`src/rtl/srl32_fifo.sv`:
```
// First-word-fall-through FIFO controller built on WIDTH parallel SRLC32E-style
// shift-register lanes: shift-in at bit 0 on push, read tap at LEVEL-1.
module srl32_fifo #(
  parameter int unsigned WIDTH       = 8,
  parameter int unsigned DEPTH       = 32,
  parameter int unsigned AFULL_LEVEL = 28,
  parameter logic        INIT_VAL    = 1'b0
) (
  input  logic             CLK,
  input  logic             ARESETN,
  input  logic [WIDTH-1:0] S_DATA,
  input  logic             S_VALID,
  output logic             S_READY,
  output logic [WIDTH-1:0] M_DATA,
  output logic             M_VALID,
  input  logic             M_READY,
  output logic [5:0]       LEVEL,
  output logic             ALMOST_FULL,
  output logic             OVERFLOW
);

  localparam logic [5:0] DEPTH_L = 6'(DEPTH);
  localparam logic [5:0] AFULL_L = 6'(AFULL_LEVEL);

  logic [5:0]       level_q;
  logic [5:0]       level_d;
  logic             overflow_q;
  logic             overflow_d;
  logic             push_s;
  logic             pop_s;
  logic [4:0]       tap_s;
  logic [WIDTH-1:0] tap_data_s;
  logic [31:0]      srl_q [WIDTH];

  // Flags decode from the level register alone, so no ready/valid loops form.
  always_comb begin
    S_READY     = (level_q < DEPTH_L);
    M_VALID     = (level_q != 6'd0);
    ALMOST_FULL = (level_q >= AFULL_L);
    push_s      = S_VALID & S_READY;
    pop_s       = M_VALID & M_READY;
    tap_s       = level_q[4:0] - 5'd1;
    level_d     = level_q;
    case ({push_s, pop_s})
      2'b10:   level_d = level_q + 6'd1;
      2'b01:   level_d = level_q - 6'd1;
      default: level_d = level_q;
    endcase
    overflow_d  = overflow_q | (S_VALID & ~S_READY);
  end

  always_ff @(posedge CLK or negedge ARESETN) begin
    if (!ARESETN) begin
      level_q    <= 6'd0;
      overflow_q <= 1'b0;
    end else begin
      level_q    <= level_d;
      overflow_q <= overflow_d;
    end
  end

  // Storage is deliberately unreset; stale words are unreachable once LEVEL is 0.
  always_ff @(posedge CLK) begin
    if (push_s) begin
      for (int b = 0; b < WIDTH; b++) begin
        srl_q[b] <= {srl_q[b][30:0], S_DATA[b]};
      end
    end
  end

  // Empty FIFO presents a fixed pattern so M_DATA never carries unknowns.
  always_comb begin
    tap_data_s = '0;
    for (int b = 0; b < WIDTH; b++) begin
      tap_data_s[b] = srl_q[b][tap_s];
    end
    if (M_VALID) begin
      M_DATA = tap_data_s;
    end else begin
      M_DATA = {WIDTH{INIT_VAL}};
    end
  end

  assign LEVEL    = level_q;
  assign OVERFLOW = overflow_q;

endmodule

```
`config.mk`:
```
export PLATFORM = sky130hd
export DESIGN_NAME = srl32_fifo
export DESIGN_NICKNAME = d
export VERILOG_FILES = /design/src/rtl/srl32_fifo.sv
export SDC_FILE = /design/constraint.sdc
export NUM_CORES = 1
export LEC_CHECK = 0
export BUFFER_PORTS_ARGS = -buffer_cell sky130_fd_sc_hd__buf_4
export CORE_MARGIN = 1
export CORE_UTILIZATION = 55
export DETAILED_ROUTE_END_ITERATION = 12
export PLACE_DENSITY_LB_ADDON = 0.2
export SKIP_CTS_REPAIR_TIMING = 1
export SYNTH_ARGS = -nofsm -noshare
export SYNTH_HDL_FRONTEND = slang
export SYNTH_SLANG_ARGS = --single-unit
export TNS_END_PERCENT = 50
```
`constraint.sdc`:
```
create_clock -name CLK -period 18.47 [get_ports CLK]
set_clock_uncertainty 0.15 [all_clocks]
set_input_delay 2.7705 -clock CLK [delete_from_list [all_inputs] [get_ports CLK]]
set_output_delay 2.7705 -clock CLK [all_outputs]
set_load 0.02 [all_outputs]
```
==> impl_metrics.json <==
{
  "htreeDepth": 1,
  "worstSetupStartpoint": "LEVEL[0]",
  "cp.arrival_ps": 5040,
  "fin_crit_sh_pct": 43.1,
  "post_drt_wl_per_cell_um": 21.4,
  "die-area_sq_mm": 0.0196,
  "async_flop_share_pct": 2.66,
  "end_kind": "output pin",
  "final_max_slew_viol_count": 0,
  "antenna_found_initial": 0,
  "final-setup-viol-count": 0,
  "hold_path_depth": 0,
  "insertion_delay_ps": 520,
  "min_path_type": "reg -> reg",
  "syn_area_per_cell_sq_um": 20.0,
  "drive_gt1_share_pct": 21.6,
  "place_ws_ps": 10930,
  "cp-start-kind": "flop",
  "hold_start": "srl_q[0][68]",
  "crit_top_cell": "buf_4",
  "routabilityCongestion": 0.721,
  "start_util_pct": 56.0,
  "drv_cap": 0,
  "synth_cell_types": 46,
  "path_class": "reg -> out",
  "finalHoldViolCount": 0,
  "worstHoldEndpoint": "srl_q[0][69]",
  "worst_pin_slew_ps": 1030,
  "cts_made_buffers": 26,
  "fill_cells": 1255,
  "syn_inst": 525,
  "num_vias": 4950,
  "overflow": 0,
  "ios": 30,
  "status": "complete, no violations",
  "critPathMaxFanout": 35,
  "cts_buffer_depth": 3,
  "cp_data_required_time_ps": 15550,
  "rsz0062_at_grt": "no",
  "final_area_sq_mm": 0.0118,
  "grt_first_pass_wirelength_mm": 27.7,
  "synth_edf_count": 256,
  "cts_tree": "done",
  "tns_ps": 0,
  "fin_nets": 577,
  "max_slew_margin_pct": 31.4,
  "synth_flop_cell": "edfxtp_1",
  "dieHeight_um": 140,
  "grt_usage_pct": 18.2,
  "grt_max_degree": 122,
  "critical_path.cell_chain": "inv_2 > ha_1 > xor2_4 > buf_4 > mux4_1 > mux2_2 > o211ai_1 > o221ai_1 > buf_4",
  "multi_input_area_sq_mm": 0.00247,
  "setup_ws_ps": 10510,
  "cts.sinks": 263,
  "cp_slowest_cell": "inv_2",
  "r2r_end": "LEVEL[4]",
  "grt_pass1_vias": 4889,
  "period_needed_ps": 7960,
  "place_area_sq_mm": 0.0109,
  "fmax_mhz": 126,
  "routed_wl_mm": 17.4,
  "fp-row-count": 50,
  "syn2layout_area_growth_pct": 12.4,
  "synth-seq-area-share_pct": 75.1,
  "route.detailed.drc": 0,
  "r2r_cells": 12,
  "cts-root-buf": "clkbuf_16",
  "drt-initial-drc-count": 489,
  "io_buffers": 29,
  "synth_area_sq_mm": 0.0105,
  "r2r-start": "LEVEL[0]",
  "seq_area_sq_mm": 0.00786,
  "clk_pin_slew_worst_paths_ps": 60,
  "ant_nets": 0,
  "hpwl_mm": 9.70,
  "via_per_inst": 6.08,
  "slowest_delay_ps": 700,
  "synth_warnings": 0,
  "dr.pass1.iters": 5,
  "core-area_sq_mm": 0.0187,
  "n_antenna_cell": 0,
  "die_width_um": 140,
  "synth_fp_nets": 542,
  "r2r_slack_ps": 14890,
  "synth_seq_cells": 263
}
-- metal layers --
metal / global-route usage [%] / wire length, um
met4: 4.45 / 247
met3: 2.87 / 855
met1: 29.1 / 8380
met2: 26.3 / 7950
met5: 0 / 0
-- flip-flops by register name (all words and copies together), names as in the netlist --
name / cells
LEVEL: 6
srl_q: 256
OVERFLOW: 1
-- cell families (layout without fill, tap and decap cells) --
kind of cell	count (synthesis)	after routing	share of synthesized area (%)
DFF	263	263	75.1
muxes	110	110	15.5
AOI/OAI and AO/OA	68	68	4.36
and+or+nand+nor	37	37	1.91
buffers and inverters	31	86	1.64
xor gates and xnor gates	11	11	0.991
adders and majority gates	5	5	0.597
-- critical path, delay by kind of cell, from the launching register on --
kind	cells	cell delay, ps
AO/OA/AOI/OAI	2	480
multiplexers	2	910
XOR/XNOR	1	600
flip-flops	1	520
adder cells (fa/ha/maj)	1	440
buffers and inverters	3	1560
-- cells in the final DEF (no fill, tap or decap), drive strengths merged, types with 7 or more instances in the layout --
master	instances
nand2	11
dfrtp	7
o21ai	21
mux2i	62
mux4	40
o211ai	9
edfxtp	256
nor2	8
xor2	7
buf	34
a22oi	14
mux2	8
clkinv	7
o221ai	7
clkbuf	34
-- per-stage QoR --
step	cells	hold WS (ps)	utilization, %
finish	814	285	63.0
global route	814	293	63.0
CTS	814	288	63.0
detailed placement	766	279	58.3
global placement	766	272	58.3
floorplan	525	267	-
-- final cells by class --
cell class / instances / share of cell area, %
Sequential cell: 263 / 66.7
Multi-Input combinational cell: 231 / 21.0
Clock buffer: 34 / 5.96
Tap cell: 234 / 2.49
Timing Repair Buffer: 34 / 2.17
Clock inverter: 14 / 1.50
Inverter: 4 / 0.191
-- worst max-delay path by stage --
stage / depth (start not counted) / slack, ps / end
after detailed placement: 9 / 10930 / M_DATA[7]
after global routing: 9 / 10140 / M_DATA[7]
after floorplan: 2 / 9920 / srl_q[0][0]
after global placement: 9 / 11030 / M_DATA[7]
after CTS: 9 / 10380 / M_DATA[7]
final: 9 / 10510 / M_DATA[7]
-- synth_stat cells (5+ instances only) --
cell | number | share of area [%]
dfrtp_1 | 7 | 1.7
o21ai_0 | 11 | 0.53
o221ai_1 | 7 | 0.59
mux4_2 | 38 | 8.2
o211ai_1 | 9 | 0.64
mux2_2 | 8 | 0.86
a21oi_1 | 6 | 0.29
mux2i_1 | 62 | 5.9
xor2_1 | 6 | 0.50
nor2_1 | 7 | 0.25
ha_1 | 5 | 0.60
nand2_1 | 11 | 0.39
o21ai_1 | 10 | 0.48
buf_2 | 8 | 0.38
a22oi_1 | 14 | 1.0
nor2b_1 | 6 | 0.36
edfxtp_1 | 256 | 73
clkbuf_1 | 11 | 0.39
Power is left out: the tool's default activity adds up to more than one toggle a clock period on the data nets, which glitch-free logic cannot reach.
